[config.mk]
export PLATFORM = sky130hd
export DESIGN_NAME = matvec8_pp_sched
export DESIGN_NICKNAME = d
export VERILOG_FILES = /design/src/rtl/matvec_sched_pkg.sv /design/src/rtl/matvec_bank_tracker.sv /design/src/rtl/matvec8_pp_sched.sv
export SDC_FILE = /design/constraint.sdc
export NUM_CORES = 1
export LEC_CHECK = 0
export ABC_AREA = 1
export BUFFER_PORTS_ARGS = -buffer_cell sky130_fd_sc_hd__buf_4
export CAP_MARGIN = 20
export CORE_MARGIN = 5
export CORE_UTILIZATION = 34
export DETAILED_ROUTE_END_ITERATION = 12
export HOLD_SLACK_MARGIN = 0.1
export PLACE_DENSITY = 0.49
export SYNTH_ARGS = -nofsm -noshare
export SYNTH_HDL_FRONTEND = slang
export SYNTH_HIERARCHICAL = 1
export SYNTH_SLANG_ARGS = --single-unit
[constraint.sdc]
create_clock -name clk -period 4.7 [get_ports clk]
set_input_delay 1.41 -clock clk [delete_from_list [all_inputs] [get_ports clk]]
set_output_delay 1.41 -clock clk [all_outputs]
set_load 0.03 [all_outputs]
[src/rtl/matvec_sched_pkg.sv]
// Shared types and default geometry for the ping-pong matrix-vector scheduler.
package matvec_sched_pkg;

  localparam int N_DEF    = 8;
  localparam int AW_W_DEF = $clog2(N_DEF * N_DEF);
  localparam int AW_X_DEF = $clog2(N_DEF);

  // Packet loader: header beat, weight body, vector body.
  typedef enum logic [1:0] {
    L_HDR = 2'd0,
    L_W   = 2'd1,
    L_X   = 2'd2
  } load_state_t;

  // Row engine: idle, clear accumulator, multiply-accumulate, present result.
  typedef enum logic [1:0] {
    C_IDLE = 2'd0,
    C_CLR  = 2'd1,
    C_MAC  = 2'd2,
    C_OUT  = 2'd3
  } comp_state_t;

endpackage

[src/rtl/matvec_bank_tracker.sv]
// Full/empty bookkeeping for the two vector banks plus the write and read
// bank pointers. A set always targets the write bank and a clear always
// targets the read bank; both may happen in the same cycle.
module matvec_bank_tracker (
  input  logic clk,
  input  logic rst,
  input  logic i_set_full,
  input  logic i_clr_full,
  output logic o_wr_ptr,
  output logic o_rd_ptr,
  output logic o_wr_empty,
  output logic o_rd_full,
  output logic o_both_empty
);

  logic [1:0] r_full;
  logic       r_wr_ptr;
  logic       r_rd_ptr;
  logic [1:0] w_full_nxt;

  // Next full flags: clear the read bank, then mark the write bank full.
  always_comb begin
    w_full_nxt = r_full;
    if (i_clr_full) w_full_nxt[r_rd_ptr] = 1'b0;
    if (i_set_full) w_full_nxt[r_wr_ptr] = 1'b1;
  end

  // Flag and pointer registers; each pointer advances when its bank changes hands.
  always_ff @(posedge clk or negedge rst) begin
    if (!rst) begin
      r_full   <= 2'b00;
      r_wr_ptr <= 1'b0;
      r_rd_ptr <= 1'b0;
    end else begin
      r_full <= w_full_nxt;
      if (i_set_full) r_wr_ptr <= ~r_wr_ptr;
      if (i_clr_full) r_rd_ptr <= ~r_rd_ptr;
    end
  end

  assign o_wr_ptr     = r_wr_ptr;
  assign o_rd_ptr     = r_rd_ptr;
  assign o_wr_empty   = ~r_full[r_wr_ptr];
  assign o_rd_full    = r_full[r_rd_ptr];
  assign o_both_empty = (r_full == 2'b00);

endmodule

[src/rtl/matvec8_pp_sched.sv]
// Scheduler for the two-bank 8x8 matrix-vector datapath. Loads weight and
// vector packets from the input handshake, runs one row (clear, N MACs,
// result handoff) per N+2 cycles and lets the next vector fill the idle
// bank while the current one computes.
// Optional build macro MATVEC_PERF_CNT_EN adds the stall_cycles and
// vec_done saturating performance counters.
module matvec8_pp_sched
  import matvec_sched_pkg::*;
#(
  parameter int N    = N_DEF,
  parameter int AW_W = $clog2(N * N),
  parameter int AW_X = $clog2(N)
) (
  input  logic            clk,
  input  logic            rst,
  input  logic            input_valid,
  output logic            input_ready,
  input  logic            new_matrix,
  output logic            output_valid,
  input  logic            output_ready,
  output logic [AW_W-1:0] addr_w,
  output logic            wr_en_w,
  output logic [AW_X-1:0] addr_x_wr,
  output logic            x_wr_bank,
  output logic            wr_en_x,
  output logic [AW_X-1:0] addr_x_rd,
  output logic            x_rd_bank,
  output logic            clear_acc,
  output logic            en_acc
`ifdef MATVEC_PERF_CNT_EN
  ,
  output logic [15:0]     stall_cycles,
  output logic [15:0]     vec_done
`endif
);

  localparam logic [AW_W-1:0] W_LAST = AW_W'(N * N - 1);
  localparam logic [AW_X-1:0] X_LAST = AW_X'(N - 1);

  load_state_t     r_ld_state;
  load_state_t     w_ld_nxt;
  comp_state_t     r_c_state;
  comp_state_t     w_c_nxt;

  logic [AW_W-1:0] r_wcnt;
  logic [AW_X-1:0] r_xcnt;
  logic [AW_X-1:0] r_row;
  logic [AW_X-1:0] r_col;
  logic            r_weights_valid;

  logic            w_in_ready;
  logic            w_wr_w;
  logic            w_wr_x;
  logic            w_set_full;
  logic            w_clr_full;
  logic            w_out_valid;
  logic            w_clr_acc;
  logic            w_en_acc;
  logic            w_c_idle;
  logic [AW_W-1:0] w_mac_addr;

  logic            w_wr_ptr;
  logic            w_rd_ptr;
  logic            w_wr_empty;
  logic            w_rd_full;
  logic            w_both_empty;

  matvec_bank_tracker u_banks (
    .clk          (clk),
    .rst          (rst),
    .i_set_full   (w_set_full),
    .i_clr_full   (w_clr_full),
    .o_wr_ptr     (w_wr_ptr),
    .o_rd_ptr     (w_rd_ptr),
    .o_wr_empty   (w_wr_empty),
    .o_rd_full    (w_rd_full),
    .o_both_empty (w_both_empty)
  );

  assign w_c_idle   = (r_c_state == C_IDLE);
  assign w_mac_addr = AW_W'(r_row) * AW_W'(N) + AW_W'(r_col);

  // Loader next state and write strobes; ready never looks at input_valid.
  always_comb begin
    w_ld_nxt   = r_ld_state;
    w_in_ready = 1'b0;
    w_wr_w     = 1'b0;
    w_wr_x     = 1'b0;
    w_set_full = 1'b0;
    case (r_ld_state)
      L_HDR: begin
        // A weight packet needs a fully drained pipeline; a vector needs
        // loaded weights and a free bank.
        if (new_matrix) w_in_ready = w_c_idle && w_both_empty;
        else            w_in_ready = r_weights_valid && w_wr_empty;
        if (input_valid && w_in_ready) begin
          if (new_matrix) begin
            w_wr_w   = 1'b1;
            w_ld_nxt = L_W;
          end else begin
            w_wr_x   = 1'b1;
            w_ld_nxt = L_X;
          end
        end
      end
      L_W: begin
        w_in_ready = 1'b1;
        if (input_valid) begin
          w_wr_w = 1'b1;
          if (r_wcnt == W_LAST) w_ld_nxt = L_HDR;
        end
      end
      L_X: begin
        w_in_ready = 1'b1;
        if (input_valid) begin
          w_wr_x = 1'b1;
          if (r_xcnt == X_LAST) begin
            w_set_full = 1'b1;
            w_ld_nxt   = L_HDR;
          end
        end
      end
      default: w_ld_nxt = L_HDR;
    endcase
  end

  // Loader state, word counters and the weights-loaded flag.
  always_ff @(posedge clk or negedge rst) begin
    if (!rst) begin
      r_ld_state      <= L_HDR;
      r_wcnt          <= '0;
      r_xcnt          <= '0;
      r_weights_valid <= 1'b0;
    end else begin
      r_ld_state <= w_ld_nxt;
      if (w_wr_w) begin
        r_wcnt <= (r_wcnt == W_LAST) ? '0 : r_wcnt + AW_W'(1);
        if (r_wcnt == W_LAST) r_weights_valid <= 1'b1;
      end
      if (w_wr_x) r_xcnt <= (r_xcnt == X_LAST) ? '0 : r_xcnt + AW_X'(1);
    end
  end

  // Row engine next state and datapath strobes.
  always_comb begin
    w_c_nxt     = r_c_state;
    w_clr_acc   = 1'b0;
    w_en_acc    = 1'b0;
    w_out_valid = 1'b0;
    w_clr_full  = 1'b0;
    case (r_c_state)
      C_IDLE: if (w_rd_full) w_c_nxt = C_CLR;
      C_CLR: begin
        w_clr_acc = 1'b1;
        w_c_nxt   = C_MAC;
      end
      C_MAC: begin
        w_en_acc = 1'b1;
        if (r_col == X_LAST) w_c_nxt = C_OUT;
      end
      C_OUT: begin
        w_out_valid = 1'b1;
        if (output_ready) begin
          if (r_row == X_LAST) begin
            // Last row handed off: release the bank to the loader.
            w_clr_full = 1'b1;
            w_c_nxt    = C_IDLE;
          end else begin
            w_c_nxt = C_CLR;
          end
        end
      end
      default: w_c_nxt = C_IDLE;
    endcase
  end

  // Row engine state plus row and column counters.
  always_ff @(posedge clk or negedge rst) begin
    if (!rst) begin
      r_c_state <= C_IDLE;
      r_row     <= '0;
      r_col     <= '0;
    end else begin
      r_c_state <= w_c_nxt;
      if (w_en_acc) r_col <= (r_col == X_LAST) ? '0 : r_col + AW_X'(1);
      if (w_out_valid && output_ready) r_row <= (r_row == X_LAST) ? '0 : r_row + AW_X'(1);
    end
  end

  // Weight loads happen only while the row engine is idle, so the shared
  // weight address follows the loader then and the MAC walk otherwise.
  assign addr_w       = w_c_idle ? r_wcnt : w_mac_addr;
  assign wr_en_w      = w_wr_w;
  assign addr_x_wr    = r_xcnt;
  assign x_wr_bank    = w_wr_ptr;
  assign wr_en_x      = w_wr_x;
  assign addr_x_rd    = r_col;
  assign x_rd_bank    = w_rd_ptr;
  assign clear_acc    = w_clr_acc;
  assign en_acc       = w_en_acc;
  assign output_valid = w_out_valid;
  assign input_ready  = w_in_ready;

`ifdef MATVEC_PERF_CNT_EN
  logic [15:0] r_stall_cycles;
  logic [15:0] r_vec_done;

  // Saturating counts of back-pressured result cycles and finished vectors.
  always_ff @(posedge clk or negedge rst) begin
    if (!rst) begin
      r_stall_cycles <= '0;
      r_vec_done     <= '0;
    end else begin
      if (w_out_valid && !output_ready && (r_stall_cycles != 16'hFFFF))
        r_stall_cycles <= r_stall_cycles + 16'd1;
      if (w_clr_full && (r_vec_done != 16'hFFFF))
        r_vec_done <= r_vec_done + 16'd1;
    end
  end

  assign stall_cycles = r_stall_cycles;
  assign vec_done     = r_vec_done;
`endif

endmodule
# Word-level counts from Yosys, hierarchy flattened
# Cells that the tools add are included.
dict set report totals {
  register_bits 24
  in_bits 5
  output_inout_bits 20
  elab_cells 101
}
dict set report op_classes {
  add_sub_neg 5
  order_cmp 4
  eq_ne 17
  muxes 46
  bitwise 6
  reduce_logical 13
}
# cell count
set op_table {}
lappend op_table {{1-bit two-way mux} 23}
lappend op_table {{2-bit two-way mux} 11}
lappend op_table {{2-bit inequality test (second input constant)} 7}
lappend op_table {{6-bit two-way mux} 2}
lappend op_table {{3-bit by 1-bit adder with 3-bit output (second input constant)} 3}
lappend op_table {{3-bit == test (second input constant)} 3}
lappend op_table {{3-bit two-way mux} 3}
lappend op_table {{2-bit one-hot mux with 4 select lines} 1}
lappend op_table {{6-bit by 1-bit adder with 6-bit output (second input constant)} 1}
lappend op_table {{6-bit by 3-bit adder with 6-bit output} 1}
lappend op_table {{2-bit == test (second input constant)} 3}
lappend op_table {{6-bit == test (second input constant)} 1}
lappend op_table {{1-bit logical AND} 6}
lappend op_table {{2-bit zero test} 3}
lappend op_table {{1-bit one-hot mux with 2 select lines} 3}
lappend op_table {{2-bit one-hot mux with 3 select lines} 1}
lappend op_table {{5-bit AND reduction} 1}
lappend op_table {{2-bit by 1-bit == test with 1-bit output (second input constant)} 2}
lappend op_table {{1-bit by 2-bit < comparator with 1-bit output (second input constant)} 2}
lappend op_table {{1-bit NOT} 3}
lappend op_table {{3-bit AND reduction} 1}
lappend op_table {{2-bit bitwise AND} 1}
lappend op_table {{1-bit demux with 1-bit select} 2}
lappend op_table {{1-bit greater-or-equal comparator (second input constant)} 2}
lappend op_table {{other kinds (5)} 5}

# Depth between registers and ports, before layout
# Gate-level depths: netlist of run 1.
dict set report depth {
  depth_word 10
  ltp_mapped 10
  mapped_depth_nobuf 10
}

# Hierarchy
# The synthesis of run 1 kept the hierarchy.
# mod n_inst cells_each area_per_inst_um2 seq_area_each_um2
set by_module_without_submodules {}
lappend by_module_without_submodules {matvec8_pp_sched 1 166 1303.8 500.5}
lappend by_module_without_submodules {matvec_bank_tracker 1 22 180.2 100.1}

# Worst setup path after synthesis of run 1
# OpenSTA, ideal clock, no wires.
dict set report synth_timing {
  kind {input to output}
  from {input new_matrix}
  to {output input_ready}
  arrival_ns 2.057
  t_required_ns 3.290
  path_slack_ns 1.233
  stages 4
  path_buffers 0
  path_cell_list {inv_1 -> nand2_1 -> nand3_1 -> a21oi_1}
}
dict set report synth_between {
  elab_chain_len 3
}
# element line_no
set synth_rtl {}
lappend synth_rtl {{from (decl)} matvec8_pp_sched.sv:18} ;# input logic new_matrix,
lappend synth_rtl {{1-bit two-way mux} matvec8_pp_sched.sv:94} ;# if (new_matrix) w_in_ready = w_c_idle && w_both_empty;
lappend synth_rtl {{1-bit two-way mux} matvec8_pp_sched.sv:90} ;# case (r_ld_state)
lappend synth_rtl {{1-bit one-hot mux with 2 select lines} matvec8_pp_sched.sv:90}
lappend synth_rtl {{to (decl)} matvec8_pp_sched.sv:17} ;# output logic input_ready,
# Every way passes these cells. The select of a mux whose other input is x is not followed.

# Worst setup path in the final report of run 1
dict set report layout_timing {
  from {input new_matrix}
  to {output wr_en_x}
}
dict set report layout_between {
  elab_chain_len 5
  elab_cells_between_ends 6
  classes_between {mux (5); reduce/logical (1)}
}
# element line_no
set layout_rtl {}
lappend layout_rtl {{1-bit two-way mux} matvec8_pp_sched.sv:94}
lappend layout_rtl {{1-bit two-way mux} matvec8_pp_sched.sv:90}
lappend layout_rtl {{1-bit logical AND} matvec8_pp_sched.sv:96} ;# if (input_valid && w_in_ready) begin
lappend layout_rtl {{1-bit two-way mux *} matvec8_pp_sched.sv:96}
lappend layout_rtl {{1-bit one-hot mux with 2 select lines *} matvec8_pp_sched.sv:90}
lappend layout_rtl {{to (decl)} matvec8_pp_sched.sv:25} ;# output logic wr_en_x,
# Every way passes the cells marked *; elsewhere a longest branch is shown, timed or not. The select of a mux whose other input is x is not followed.

==> impl_metrics.csv, run 1 <==
group,metric,value,unit
floorplanning,die_h,76.1,microns
clock_tree,holdBufCountCts,0,
finish,fill_cells,437,
pwr,p_per_area,737,nW/um^2
pwr,power_leakage,0.953,nW
routing,drc,0,
pwr,vdd_ir_drop_max,0.251,mV
yosys,synth_nets,209,
finish,final_nets,237,
global_route,overflow,0,
routing,drt-pass1-iter-count,4,
clock_tree,cts_buffers,3,
place,dp_worst_setup_slack,1.07,ns
finish,antenna_cells,0,
worst_setup_path,crit_type,"input pin to primary output",
worst_setup_path,rrSetupSlack,2.81,ns
yosys,yosys_warnings,6,
routing,viasPerCell,4.57,
yosys,ys_types,24,
worst_setup_path,r2r_cells,9,
finish,layout-drive-gt1-share,0.186,
clock_tree,cts_setup_buffers,0,
timing,fin_setup_tns,0,ns
yosys,seq_area_frac_synth,0.405,
yosys,synth_top_area_cell,"dfrtp_1",
hold_path,whs_endpoint,"u_banks/r_full[0]",
worst_setup_path,crit_fanout,5,
hold_path,hold_class,"flop to flop",
finish,final_cell_area,1800,sq um
floorplanning,core_area,4290,sq um
place,gp_congestion,0.806,
worst_setup_path,timing.rr.end,"r_wcnt[2]",
global_route,track_usage,0.114,
timing,worst_pin_slew,0.479,ns
yosys,syn_area,1480,sq um
routing,postRouteAntennaNets,0,
clock_tree,cts_tree,"built",
global_route,grt_pass1_vias,1229,
floorplanning,die_w,76.1,microns
global_route,antenna_found_initial,0,
routing,drtIter0Drc,34,
routing,vias,1219,
timing,hold_violations,0,
finish,seq_area,601,sq um
yosys,synth-seq-cells,24,
clock_tree,root_buffer,"clkbuf_8",
worst_setup_path,r2r_start,"r_c_state[1]",
worst_setup_path,cp_slowest_cell,"buf_4",
floorplanning,rows,24,
worst_setup_path,worstPathRequired,3.29,ns
finish,final_util,0.418,
timing,layout_min_cycle_time,3.62,ns
yosys,syn_area_per_cell,7.89,sq um
run_status,status,"completed",
clock_tree,clk_latency,0.28,ns
yosys,synthCells,188,
routing,wl_per_cell,11.8,microns
hold_path,hold_path_depth,2,
floorplanning,dieArea,5790,sq um
finish,syn2layout_area_growth,21.1,%
timing,fin_skew,0.0196,ns
worst_setup_path,cp-start-kind,"input pin",
timing,relSlewSlack,0.678,
timing,setup_ws,1.08,ns
routing,wl,3150,microns
clock_tree,cts_num_sinks,24,
global_route,grt_pass1_wl,5620,microns
global_route,grt_start_max_net_pins,25,
clock_tree,clk_pin_slew,0.08,ns
timing,fmax,276,MHz
yosys,netlist.area_leader.share,0.405,
timing,setup_violations,0,
floorplanning,io_pins,25,
worst_setup_path,cp-end-kind,"primary output",
timing,fin_crit_sh,0.770,
yosys,synth_area_leaders,"dfrtp_1 (40%), nand2_1 (14%), ha_1 (13%)",
place,port_buffers,24,
timing,rsz0062_at_grt,"no",
place,hpwl,2470,microns
worst_setup_path,critical_path.max_stage_delay,0.16,ns
worst_setup_path,cp.arrival,2.21,ns
clock_tree,h-tree-depth,1,
hold_path,min-delay-start,"u_banks/r_full[0]",
finish,multi_input_area,771,sq um
floorplanning,initial_core_util,0.346,
place,placed_area,1730,sq um
worst_setup_path,critical_path.cell_chain,"buf_4, inv_1, nand3_1, o21ai_0, nand2_1, inv_1, buf_4",
clock_tree,cts_resized,0,
timing,finalMaxSlewViolations,0,
run,cap_violations,0,
clock_tree,cts_max_path_buffers,2,
-- critical path: cells and delay by family --
kind | cells | cell delay [ns]
AND/OR/NAND/NOR | 2 | 0.19
AO/OA/AOI/OAI | 1 | 0.15
buffers and inverters | 4 | 0.45
-- kinds of logic after synthesis --
logic type / synth area share
AOI/OAI and AO/OA: 0.0953
xor gates and xnor gates: 0.0236
adders and majority gates: 0.135
buffers and inverters: 0.0759
DFF: 0.405
and+or+nand+nor: 0.266
-- registers in the layout, indices dropped and copies added, names as in the netlist, 2 cells and up --
| register | flops |
|---|---|
| addr_x_rd | 3 |
| u_banks/r_full | 2 |
| addr_x_wr | 3 |
| r_ld_state | 2 |
| r_wcnt | 6 |
| r_c_state | 2 |
| r_row | 3 |
-- synth_stat cells, drive strengths merged --
| master | number |
|---|---|
| nand3b | 1 |
| o22ai | 1 |
| inv | 29 |
| nor3 | 1 |
| nor2 | 16 |
| ha | 16 |
| o21ai | 18 |
| nand2 | 56 |
| dfrtp | 24 |
| nand4 | 2 |
| o21bai | 1 |
| nand3 | 10 |
| xor2 | 3 |
| or2 | 2 |
| xnor2 | 1 |
| clkbuf | 1 |
| a21oi | 6 |
-- routing by layer --
layer	track usage	up-vias	routed length, microns
met5	0	-	0
met2	0.185	13	1470
met1	0.150	559	1550
met3	0.0284	2	98
li1	-	645	-
met4	0.0297	0	21
-- power breakdown --
part           total (W)  switching, W  internal (W)  leakage [nW]
sequential      0.000377     0.0000845      0.000293         0.306
clock           0.000186     0.0000722      0.000114        0.0357
combinational   0.000761      0.000487      0.000274         0.611
-- cell usage in the layout (no fill, tap or decap), drive strengths merged --
cell type / n
nand3b: 1
ha: 16
xnor2: 1
o21ai: 18
or2: 2
o21bai: 1
o22ai: 1
inv: 29
buf: 24
xor2: 3
nor2: 16
dfrtp: 24
nand3: 10
nor3: 1
clkbuf: 3
bufinv: 1
a21oi: 6
nand2: 56
nand4: 2
-- worst max-delay path by stage --
| stage | startpoint | endpoint | slack, ns | cells after the start |
|---|---|---|---|---|
| final | new_matrix | wr_en_x | 1.08 | 7 |
| after global routing | new_matrix | wr_en_x | 0.97 | 7 |
| after CTS | new_matrix | wr_en_x | 1.07 | 7 |
| after detailed placement | new_matrix | wr_en_x | 1.07 | 7 |
| after global placement | new_matrix | wr_en_x | 1.10 | 7 |
| after floorplan | new_matrix | input_ready | 1.23 | 4 |
-- layout make-up --
cell class	count	share of cell area
inverter	29	0.0606
timing repair buffer	24	0.100
multi-input combinational	134	0.429
clock buffer	3	0.0230
sequential	24	0.334
tap	52	0.0362
clock inverter	1	0.0167
-- stage by stage --
stage               power, W  hold WS, ns  instances
global placement     0.00113        0.479        263
CTS                  0.00135        0.513        267
floorplan           0.000904        0.463        188
finish               0.00132        0.503        267
detailed placement   0.00116        0.492        263
global route         0.00145        0.542        267
No activity file was read; power rests on OpenSTA's default activity.
==> inputs of run 2 (changes only) <==
--- a/config.mk
+++ b/config.mk
@@ -12,7 +12,7 @@
 export CORE_UTILIZATION = 34
 export DETAILED_ROUTE_END_ITERATION = 12
 export HOLD_SLACK_MARGIN = 0.1
-export PLACE_DENSITY = 0.49
+export PLACE_DENSITY = 0.51
 export SYNTH_ARGS = -nofsm -noshare
 export SYNTH_HDL_FRONTEND = slang
 export SYNTH_HIERARCHICAL = 1
==> constraint.sdc (replaced) <==
create_clock -name clk -period 3.25 [get_ports clk]
set_input_delay 0.975 -clock clk [delete_from_list [all_inputs] [get_ports clk]]
set_output_delay 0.975 -clock clk [all_outputs]
set_load 0.03 [all_outputs]
==> impl_metrics.csv, run 2 (synthesis results as in run 1) <==
group,metric,value,unit
floorplanning,rows,24,
place,placed_area,1730,sq um
routing,wl_per_cell,11.2,microns
clock_tree,cts_num_sinks,24,
clock_tree,root_buffer,"clkbuf_8",
routing,viasPerCell,4.42,
timing,fin_setup_tns,0,ns
finish,final_common_cell,"nand2_1",
floorplanning,core_area,4290,sq um
finish,layout-drive-gt1-share,0.186,
place,gp_congestion,0.709,
routing,drt-pass1-iter-count,4,
timing,hold_violations,0,
place,dp_worst_setup_slack,0.502,ns
timing,worst_pin_slew,0.406,ns
timing,fin_crit_sh,0.845,
worst_setup_path,cp.arrival,1.77,ns
timing,fin_skew,0.00137,ns
hold_path,whs_endpoint,"r_weights_valid",
clock_tree,holdBufCountCts,0,
worst_setup_path,crit_type,"input pin to primary output",
timing,hold_ws,0.501,ns
hold_path,min-delay-start,"r_weights_valid",
routing,postRouteAntennaNets,0,
global_route,overflow,0,
clock_tree,cts_tree,"built",
finish,final_nets,238,
routing,wl,2980,microns
hold_path,hold_path_depth,1,
finish,regMostFlops,"r_wcnt",
timing,relSlewSlack,0.727,
timing,setup_violations,0,
clock_tree,cts_buffers,3,
finish,antenna_cells,0,
place,hpwl,2340,microns
routing,vias,1180,
global_route,antenna_found_initial,0,
worst_setup_path,worstPathRequired,2.27,ns
clock_tree,cts_resized,0,
finish,largest_register_ffs,6,
clock_tree,clk_pin_slew,0.08,ns
place,port_buffers,24,
timing,finalMaxSlewViolations,0,
clock_tree,clk_latency,0.26,ns
floorplanning,initial_core_util,0.346,
clock_tree,cts_setup_buffers,0,
run_status,status,"completed",
floorplanning,dieArea,5790,sq um
worst_setup_path,crit_fanout,5,
finish,final_cell_mix,"nand2_1 (55), inv_1 (28), buf_4 (25), dfrtp_1 (24), ha_1 (16)",
finish,final_cell_area,1770,sq um
timing,layout_min_cycle_time,2.75,ns
global_route,grt_start_max_net_pins,25,
clock_tree,cts_max_path_buffers,2,
routing,drc,0,
global_route,grt_pass1_vias,1181,
pwr,p_per_area,1020,nW/um^2
run,cap_violations,0,
timing,fmax,364,MHz
timing,rsz0062_at_grt,"no",
pwr,power_leakage,0.944,nW
floorplanning,die_h,76.1,microns
worst_setup_path,cp-start-kind,"input pin",
hold_path,hold_class,"flop to flop",
finish,syn2layout_area_growth,19.6,%
floorplanning,io_pins,25,
worst_setup_path,r2r_cells,7,
global_route,grt_pass1_wl,5310,microns
global_route,track_usage,0.108,
worst_setup_path,cp-end-kind,"primary output",
pwr,power,0.00181,W
clock_tree,h-tree-depth,1,
routing,drtIter0Drc,69,
floorplanning,die_w,76.1,microns
timing,setup_ws,0.504,ns
worst_setup_path,r2r_start,"r_c_state[0]",
worst_setup_path,rrSetupSlack,1.71,ns
pwr,vdd_ir_drop_max,0.358,mV
worst_setup_path,timing.rr.end,"r_c_state[1]",
-- run 2: routing by layer --
layer	GRT usage	share of wire
met3	0.0236	0.032
met2	0.165	0.44
met1	0.151	0.51
met4	0.0367	0.014
met5	0	0
-- run 2: how the worst max path moves through the flow --
stage / depth (start not counted) / start / slack (ns) / to
CTS: 7 / new_matrix / 0.50 / wr_en_x
floorplan: 4 / new_matrix / 0.65 / input_ready
finish: 7 / new_matrix / 0.50 / wr_en_x
global route: 7 / new_matrix / 0.38 / wr_en_x
global placement: 7 / new_matrix / 0.51 / wr_en_x
detailed placement: 7 / new_matrix / 0.50 / wr_en_x
-- run 2: report_power, final --
| group | switching [W] | internal [W] |
|---|---|---|
| combinational | 0.000693 | 0.000401 |
| clock | 0.0000902 | 0.0000829 |
| sequential | 0.000122 | 0.000423 |
| total | 0.000905 | 0.000908 |
-- run 2: final cells by class --
class | count | area [sq um]
tap | 52 | 65.1
clock buffer | 3 | 41.3
sequential | 24 | 601
inverter | 29 | 109
multi-input combinational | 134 | 771
fill | 456 | 2520
timing repair buffer | 25 | 188
-- run 2: per-stage QoR --
step | util | instances
2_1_floorplan | - | 188
3_3_place_gp | 0.404 | 264
3_5_place_dp | 0.404 | 264
4_1_cts | 0.413 | 267
5_1_grt | 0.413 | 267
6_report | 0.413 | 267
-- run 2: worst max-delay path, stage by stage --
cell	delay [ns]
buf_4	0.12
inv_1	0.06
nand3_1	0.05
o21ai_0	0.15
nand2_1	0.13
inv_1	0.11
buf_4	0.16
==> inputs of run 3 (changes only) <==
--- a/config.mk
+++ b/config.mk
@@ -12,7 +12,7 @@
 export CORE_UTILIZATION = 34
 export DETAILED_ROUTE_END_ITERATION = 12
 export HOLD_SLACK_MARGIN = 0.1
-export PLACE_DENSITY = 0.51
+export PLACE_DENSITY = 0.49
 export SYNTH_ARGS = -nofsm -noshare
 export SYNTH_HDL_FRONTEND = slang
 export SYNTH_HIERARCHICAL = 1
==> constraint.sdc (replaced) <==
create_clock -name clk -period 2.68 [get_ports clk]
set_input_delay 0.804 -clock clk [delete_from_list [all_inputs] [get_ports clk]]
set_output_delay 0.804 -clock clk [all_outputs]
set_load 0.03 [all_outputs]
==> impl_metrics.csv, run 3 (synthesis results as in run 1) <==
group,metric,value,unit
worst_setup_path,critical_path.max_stage_delay,0.41,ns
timing,fin_setup_tns,0,ns
finish,layout-drive-gt1-share,0.190,
place,hpwl,2380,microns
global_route,grt_pass1_vias,1185,
timing,layout_min_cycle_time,2.52,ns
clock_tree,cts_setup_buffers,0,
clock_tree,cts_tree,"built",
worst_setup_path,r2r_start,"r_c_state[0]",
timing,fmax,397,MHz
finish,antenna_cells,0,
finish,final_cell_mix,"nand2_1 (55), inv_1 (28), buf_4 (25), dfrtp_1 (24), ha_1 (16)",
timing,finalMaxSlewViolations,0,
finish,largest_register_ffs,6,
timing,rsz0062_at_grt,"no",
worst_setup_path,cp-start-kind,"flop",
timing,relSlewSlack,0.696,
global_route,track_usage,0.106,
worst_setup_path,cpLargestDelayFamily,"compound AO/OA/AOI/OAI gates",
place,port_buffers,24,
worst_setup_path,crit_path_start,"u_banks/o_wr_ptr",
finish,regMostFlops,"r_wcnt",
finish,final_common_cell,"nand2_1",
global_route,overflow,0,
clock_tree,cts_max_path_buffers,2,
routing,drc,0,
clock_tree,root_buffer,"clkbuf_8",
pwr,power,0.00232,W
routing,wl_per_cell,11.2,microns
global_route,antenna_found_initial,0,
worst_setup_path,rrSetupSlack,1.12,ns
run_status,status,"completed",
run,cap_violations,0,
clock_tree,clk_latency,0.27,ns
pwr,vdd_ir_drop_max,0.419,mV
routing,wl,3000,microns
routing,postRouteAntennaNets,0,
pwr,p_per_area,1290,nW/um^2
hold_path,hold_class,"input pin to async pin",
worst_setup_path,worstPathRequired,1.88,ns
clock_tree,cts_num_sinks,24,
finish,seq_area,601,sq um
worst_setup_path,critical_path.cell_chain,"inv_1, o21ai_0, nand3_1, o21ai_0, nand2_1, inv_1, buf_4",
floorplanning,die_h,76.1,microns
floorplanning,io_pins,25,
clock_tree,clk_pin_slew,0.09,ns
floorplanning,die_w,76.1,microns
worst_setup_path,cp-end-kind,"primary output",
worst_setup_path,cp_slowest_cell,"dfrtp_1",
pwr,power_leakage,0.958,nW
timing,fin_crit_sh,0.941,
timing,worst_pin_slew,0.453,ns
finish,syn2layout_area_growth,21.6,%
floorplanning,rows,24,
floorplanning,dieArea,5790,sq um
floorplanning,core_area,4290,sq um
routing,drt-pass1-iter-count,5,
global_route,grt_start_max_net_pins,25,
place,gp_congestion,0.797,
routing,vias,1221,
timing,setup_violations,0,
routing,drtIter0Drc,23,
clock_tree,cts_buffers,3,
timing,fin_skew,0.00451,ns
finish,final_nets,238,
clock_tree,cts_resized,0,
timing,hold_violations,0,
clock_tree,h-tree-depth,1,
floorplanning,initial_core_util,0.346,
finish,multi_input_area,771,sq um
finish,fill_cells,456,
worst_setup_path,crit_type,"flop to primary output",
routing,viasPerCell,4.56,
global_route,grt_pass1_wl,5310,microns
worst_setup_path,crit_fanout,5,
worst_setup_path,cp.arrival,1.72,ns
clock_tree,holdBufCountCts,0,
worst_setup_path,cp.buffers_inverters,3,
==> run 3: worst paths after layout <==
kind,cells past startpoint,endpoint
max in group asynchronous,1,r_row[2]
min reg2reg,2,u_banks/r_full[0]
max,7,wr_en_x
min,1,r_wcnt[3]
min in group clk,2,u_banks/r_full[0]
max reg2reg,7,r_c_state[1]
==> run 3: per-layer routing <==
layer | vias up | share of wire | routed length [microns] | GRT usage
met5 | - | 0 | 0 | 0
met4 | 0 | 0.0097 | 29 | 0.0315
met3 | 4 | 0.029 | 86 | 0.0225
met2 | 17 | 0.45 | 1360 | 0.172
met1 | 552 | 0.51 | 1520 | 0.143
li1 | 648 | - | - | -
==> run 3: area by class of cell <==
type,count,share of cell area
flip-flops and latches,24,0.333
multi-input cells,134,0.427
clock inverters,1,0.0166
inverters,29,0.0603
repair buffers,25,0.104
well taps,52,0.0361
clock buffers,3,0.0229
==> run 3: power by group <==
group	internal, W	total [W]	switching, W
registers	0.000513	0.000658	0.000145
clock network	0.000200	0.000318	0.000119
logic	0.000490	0.00134	0.000854
==> run 3: metrics by stage <==
step	util	hold slack [ns]	cells	setup slack, ns	instance area, sq um
finish	0.420	0.426	268	0.159	1800
global route	0.420	0.445	268	0.00727	1800
CTS	0.420	0.434	268	0.153	1800
detailed placement	0.404	0.492	264	0.275	1730
global placement	0.404	0.479	264	0.286	1730
floorplan	-	0.463	188	0.280	1480
